[src/rtl/shift_ctrl_pkg.sv]
// Shared types for the 16-bit shift register controller.
//   op_e    : shift operation encoding (matches req_op)
//   state_e : controller FSM states
//   WIDTH_DEF : default datapath width
package shift_ctrl_pkg;

  localparam int WIDTH_DEF = 16;

  typedef enum logic [1:0] {
    OP_SLL = 2'b00,
    OP_SRL = 2'b01,
    OP_SRA = 2'b10,
    OP_ROR = 2'b11
  } op_e;

  typedef enum logic [1:0] {
    S_IDLE  = 2'b00,
    S_SHIFT = 2'b01,
    S_DONE  = 2'b10
  } state_e;

endpackage

[src/rtl/shift_step.sv]
// One combinational shift step of the controller datapath.
//   cur   in  WIDTH  current register value
//   op    in  op_e   SLL / SRL / SRA / ROR
//   step4 in  1      0: move one position, 1: move four positions
//   nxt   out WIDTH  register value after the step
// Requires WIDTH >= 5.
module shift_step
  import shift_ctrl_pkg::*;
#(
  parameter int WIDTH = WIDTH_DEF
) (
  input  logic [WIDTH-1:0] cur,
  input  op_e              op,
  input  logic             step4,
  output logic [WIDTH-1:0] nxt
);

  always_comb begin
    nxt = cur;
    case (op)
      OP_SLL: nxt = step4 ? {cur[WIDTH-5:0], 4'b0000}        : {cur[WIDTH-2:0], 1'b0};
      OP_SRL: nxt = step4 ? {4'b0000, cur[WIDTH-1:4]}        : {1'b0, cur[WIDTH-1:1]};
      OP_SRA: nxt = step4 ? {{4{cur[WIDTH-1]}}, cur[WIDTH-1:4]} : {cur[WIDTH-1], cur[WIDTH-1:1]};
      OP_ROR: nxt = step4 ? {cur[3:0], cur[WIDTH-1:4]}       : {cur[0], cur[WIDTH-1:1]};
      default: nxt = cur;
    endcase
  end

endmodule

[src/rtl/shift_reg16_ctrl.sv]
// Sequencing controller for the 16-bit shift register datapath.
// Accepts one command per req handshake, steps the register in SHIFT,
// presents the result in DONE until the rsp handshake.
//   clk, rst_n            clock, async active-low reset
//   req_valid/req_ready   command handshake; req_data, req_amt, req_op
//   rsp_valid/rsp_ready   result handshake; rsp_data
//   flush                 synchronous abort to IDLE (highest priority)
//   busy                  high in SHIFT or DONE
// Optional macro SHIFT_CTRL_FAST_EN: move four positions per cycle while
// the remaining count is at least four; results are unchanged.
module shift_reg16_ctrl
  import shift_ctrl_pkg::*;
#(
  parameter int WIDTH = WIDTH_DEF,
  parameter int AMT_W = $clog2(WIDTH)
) (
  input  logic             clk,
  input  logic             rst_n,
  input  logic             req_valid,
  output logic             req_ready,
  input  logic [WIDTH-1:0] req_data,
  input  logic [AMT_W-1:0] req_amt,
  input  logic [1:0]       req_op,
  output logic             rsp_valid,
  input  logic             rsp_ready,
  output logic [WIDTH-1:0] rsp_data,
  input  logic             flush,
  output logic             busy
);

  state_e           state;
  op_e              op;
  logic [WIDTH-1:0] sreg, sreg_nxt;
  logic [AMT_W-1:0] cnt, step;
  logic             step4;

`ifdef SHIFT_CTRL_FAST_EN
  assign step4 = (cnt >= AMT_W'(4));
`else
  assign step4 = 1'b0;
`endif

  assign step = step4 ? AMT_W'(4) : AMT_W'(1);

  shift_step #(.WIDTH(WIDTH)) u_step (
    .cur   (sreg),
    .op    (op),
    .step4 (step4),
    .nxt   (sreg_nxt)
  );

  always_ff @(posedge clk or negedge rst_n) begin
    if (!rst_n) begin
      state <= S_IDLE;
      sreg  <= '0;
      cnt   <= '0;
      op    <= OP_SLL;
    end else if (flush) begin
      // Abort: register contents are kept, only control is cleared.
      state <= S_IDLE;
      cnt   <= '0;
    end else begin
      case (state)
        S_IDLE: if (req_valid) begin
          sreg  <= req_data;
          op    <= op_e'(req_op);
          cnt   <= req_amt;
          state <= (req_amt != '0) ? S_SHIFT : S_DONE;
        end
        S_SHIFT: begin
          sreg <= sreg_nxt;
          cnt  <= cnt - step;
          // Leave on the same edge the count reaches zero.
          if (cnt == step) state <= S_DONE;
        end
        S_DONE: if (rsp_ready) state <= S_IDLE;
        default: state <= S_IDLE;
      endcase
    end
  end

  // Outputs decode straight from flops; no combinational input paths.
  assign req_ready = (state == S_IDLE);
  assign rsp_valid = (state == S_DONE);
  assign busy      = (state != S_IDLE);
  assign rsp_data  = rsp_valid ? sreg : '0;

endmodule

[config.mk]
export PLATFORM = sky130hd
export DESIGN_NAME = shift_reg16_ctrl
export DESIGN_NICKNAME = d
export VERILOG_FILES = /design/src/rtl/shift_ctrl_pkg.sv /design/src/rtl/shift_step.sv /design/src/rtl/shift_reg16_ctrl.sv
export SDC_FILE = /design/constraint.sdc
export NUM_CORES = 1
export LEC_CHECK = 0
export BUFFER_PORTS_ARGS = -buffer_cell sky130_fd_sc_hd__buf_2
export CELL_PAD_IN_SITES_DETAIL_PLACEMENT = 0
export CELL_PAD_IN_SITES_GLOBAL_PLACEMENT = 1
export CORE_MARGIN = 2
export CORE_UTILIZATION = 41
export DETAILED_ROUTE_END_ITERATION = 7
export PLACE_DENSITY_LB_ADDON = 0.08
export SLEW_MARGIN = 20
export SYNTH_ARGS = -nofsm -noshare
export SYNTH_HDL_FRONTEND = slang
export SYNTH_HIERARCHICAL = 1
export SYNTH_SLANG_ARGS = --single-unit
[constraint.sdc]
create_clock -name clk -period 2 [get_ports clk]
set_input_delay 0.2 -clock clk [delete_from_list [all_inputs] [get_ports clk]]
set_output_delay 0.2 -clock clk [all_outputs]
set_load 0.01 [all_outputs]
# Word-level counts from Yosys, hierarchy flattened
# Cells that the tools add are included.
# Widths: inputs -> output; s select.
# classes
muxes	13
eq_ne	11
add_sub_neg	1
n_reduce_logical	11
bitwise_logic	1
# ops
cell	count
$pmux 16 s4	1
$mux 16	2
$pmux 16 s2	1
$mux 2	5
$reduce_and 3->1	3
$mux 4	2
$pmux 4 s2	1
$eq 2x2->1 const B	3
$pmux 2 s3	1
$eq 2x1->1 const B	2
$eq 4x1->1 const B	1
$logic_not 2->1	2
$ne 2x2->1 const B	2
$reduce_and 4->1	1
$reduce_bool 2->1	2
$reduce_bool 4->1	1
$sub 4x1->4 const B	1
$ne 3x1->1 const B	1
$ne 3x2->1 const B	1
$ne 3x3->1 const B	1
$reduce_bool 3->1	1
$reduce_and 2->1	1
$not 1->1	1
# word_totals
word_cells	42
ff_bits	24
output_inout_bits	19

# Depth between registers and ports, before layout
# logic_depth
word_depth	5
ltp_mapped	7

# Cells and area by module
# The synthesis kept the hierarchy.
# by_module_without_submodules
module	cells_per_inst	area_per_inst_um2	instances
shift_reg16_ctrl	139	1346.3	1
shift_step	47	504.2	1

# Worst setup path before layout
# No wires, ideal clock.
# synth_timing
path_kind	reg-to-reg
from	register op[0]
to	register sreg[7]
arrival_time_ns	1.426
setup_slack_ns	0.447
required_ns	1.873
stages_incl_launch_ff	6
n_path_buf	1
path_cell_list	dfrtp_1 -> buf_6 -> nor2_8 -> mux4_1 -> mux2i_1 -> o21ai_0
# synth_between
elab_chain_cells	3
# synth_rtl
item	line_no	rtl
from (decl)	shift_reg16_ctrl.sv:32	op_e op;
from (signal assigned)	shift_reg16_ctrl.sv:66	op <= op_e'(req_op);
$eq 2x2->1, or another cell as far along	shift_step.sv:20	case (op)
$pmux 16 s4 (*)	shift_step.sv:20	
via sreg_nxt[7]	shift_reg16_ctrl.sv:33	logic [WIDTH-1:0] sreg, sreg_nxt;
$pmux 16 s2 (*)	shift_reg16_ctrl.sv:63	case (state)
to (signal assigned)	shift_reg16_ctrl.sv:65	sreg <= req_data;
to (signal assigned)	shift_reg16_ctrl.sv:71	sreg <= sreg_nxt;
to (decl)	shift_reg16_ctrl.sv:33	
# Mark *: on every way through the listed nets, which the timed path passes. The rest lies on a longest branch.
# A chain may end at the register's enable or synchronous reset.

# Final worst setup path
# layout_timing
from	register op[0]
to	register sreg[6]
# The elaborated chain is that of the path after synthesis.

==> impl_metrics.toml <==
[status]
status = "completed"

[setup_path]
crit_path_max_incr_delay_ns = 0.59
crit_start = "op[0]"
worst-setup-path-type = "flop to flop"
crit_arrival_ns = 1.98
reg2reg_depth = 4
slowest_stage = "mux4_1"
reg2reg_slack_ns = 0.16
cp-end-kind = "flop"
timing.rr.start = "op[0]"
r2r_end = "sreg[6]"
cp_max_fo = 18
cp_data_required_time_ns = 2.14
critPathLaunchType = "flop"
worstPathCellList = "nor2_8 > mux4_1 > mux2i_1 > o21ai_0"

[timing]
worstMarginPinSlew_ns = 0.5708
skew_ns = 0.003187
setup_tns_ns = 0
finalCritPeriodShare_pct = 92.25
fmax_mhz = 542.0
finalSetupViolations = 0
drv_slew = 0
finalHoldViolCount = 0
fin_hold_ws_ns = 0.1603
rsz0062_at_grt = "false"
finalCriticalPeriod_ns = 1.845
slew_headroom_pct = 61.95

[clock_tree]
clk_pin_slew_ns = 0.08
cts_root_buf = "clkbuf_8"
post-cts-setup-buffer-count = 0
htree_levels = 1
clk_latency_ns = 0.27
tritoncts = "built"
cts_made_buffers = 3
cts_resized = 0
clkSinkCount = 24
clockBufferDepth = 2

[routing]
dr.pass1.iters = 4
ant_nets = 0
routed_wl_um = 4562
drc = 0
drt-wirelength-per-cell_um = 16.41
drt_iter0_drc = 62
via_count = 1522
via_per_inst = 5.475

[global_routing]
antenna_found_initial = 0
grt_pass1_wl_um = 7707
track_usage_pct = 19.05
overflow = 0
gr-usage-met3_pct = 2.279
use_met1_pct = 27.96
grt_use_met2_pct = 30.14
grt-busiest-layer = "met2"
grt_max_degree = 35
grt_pass1_vias = 1539

[pwr]
powerDensity_nw_per_um2 = 1006
cellLeakagePower_nw = 0.9983
ir_drop_mv = 0.4096

[floorplan]
dieWidth_um = 71.18
fp.dieH_um = 71.18
coreArea_um2 = 4354
die_area_um2 = 5067
design.portCount = 46
num_rows = 24
initial_core_util_pct = 42.50

[placement]
io_buffers = 45
gp_congestion = 0.7760
hpwl_um = 3412

[synthesis]
synth_top_family_by_area = "multiplexers"
synth-compound-area-share_pct = 14.94
ys.flop_type = "dfrtp_1"
yosys_warnings = 6
synth-seq-cells = 24
synthMuxAreaShare_pct = 26.57
yosysSeqAreaShare_pct = 32.45
syn_inst = 186
synthAdderAreaFrac_pct = 1.352
async_reset_ff_share_pct = 100.0
syn_area_per_cell_um2 = 9.949
syn_nets = 215
synth_cell_types = 41
synth-xor-area-share_pct = 0
synth_edf_count = 0
syn_area_um2 = 1851
synth_simple_gate_area_share_pct = 17.71

[flow_run]
drv_cap = 0

[layout]
syn_to_final_growth_pct = 14.54
diodes = 0
drive_gt1_share_pct = 29.65
layout.nets = 257

[worst_hold_path]
holdPathEnd = "op[1]"
min_from = "req_op[1]"
whs_path_depth = 2
hold_class = "input pin to flop"
## layout by cell type (no fill, tap or decap), drive strengths merged, types with 2 or more instances in the layout
cell    instances
o22ai           3
mux2i          24
clkbuf          3
nand2b          3
nand3           3
mux2            5
dfrtp          24
nand2          22
nor3            3
inv             4
and2           16
nor2            6
a21oi           7
buf            50
a211oi          2
o211ai          3
o21ai          18
mux4            8
ha              2
o21a            3
o21ba           2
## kinds of logic after synthesis
kind of cell / after synthesis
AO/OA/AOI/OAI: 44
adder cells (fa/ha/maj): 2
buffers and inverters: 18
flip-flops: 24
multiplexers: 37
other: 1
AND/OR/NAND/NOR: 60
## Yosys cell counts (4+ instances only)
master   instances  share of area (%)
dfrtp_1         24                 32
mux2i_1         24                 13
nand2_1         22                4.5
o21ai_0         17                4.6
and2_1          16                5.4
a21oi_1          7                1.9
buf_4            6                2.4
mux2_2           5                3.0
nor2_1           5                1.0
buf_6            4                2.4
inv_1            4               0.81
mux4_1           4                5.7
mux4_2           4                4.9
## critical path: cells and delay by family (launching register included)
kind | cells | cell delay, ns
muxes | 2 | 0.74
and+or+nand+nor | 1 | 0.35
DFF | 1 | 0.52
AOI/OAI and AO/OA | 1 | 0.10
## stage by stage
step                util [%]  instances  setup slack, ns  cell area [µm²]  power [mW]
floorplan                  -        186           0.4467             1851       1.614
global placement       47.50        274           0.2390             2068       1.825
detailed placement     47.50        274           0.1727             2068       1.859
CTS                    48.68        278           0.1525             2120       2.153
global route           48.68        278          0.05145             2120       2.317
finish                 48.68        278           0.1550             2120       2.133
## area by class of cell
cell class	count	area, µm²
inverter	4	15.01
sequential	24	600.6
tap	52	65.06
timing repair buffer	51	272.8
fill	441	2235
clock buffer	3	41.29
multi-input combinational	144	1125
## where the power goes
part / total [mW] / internal [mW] / switching, mW / leakage [nW]
Combinational: 0.948 / 0.512 / 0.436 / 0.675
Clock: 0.288 / 0.135 / 0.153 / 0.0216
Sequential: 0.897 / 0.633 / 0.264 / 0.301
Total: 2.13 / 1.28 / 0.853 / 0.998
## state kept, by name (all words and copies together) (netlist names)
signal  count
sreg       16
cnt         4
op          2
state       2
## layer usage
metal  part of all wire [%]  vias up
met5                      0        -
met4                   0.79        0
met3                    3.2        4
met2                     47       34
met1                     49      732
li1                       -      752
## worst max-delay path by stage
stage | end | slack (ns) | cells after the start
6_report | sreg[6] | 0.16 | 4
5_1_grt | sreg[10] | 0.05 | 4
3_5_place_dp | sreg[6] | 0.17 | 4
3_3_place_gp | sreg[9] | 0.24 | 4
4_1_cts | sreg[6] | 0.15 | 4
2_1_floorplan | sreg[7] | 0.45 | 5
## repair_timing
action,CTS,global route
hold buffers,1,0
endpoints found under the setup margin,0,0
hold endpoints to repair,24,0
No activity file was read; power rests on OpenSTA's default activity.
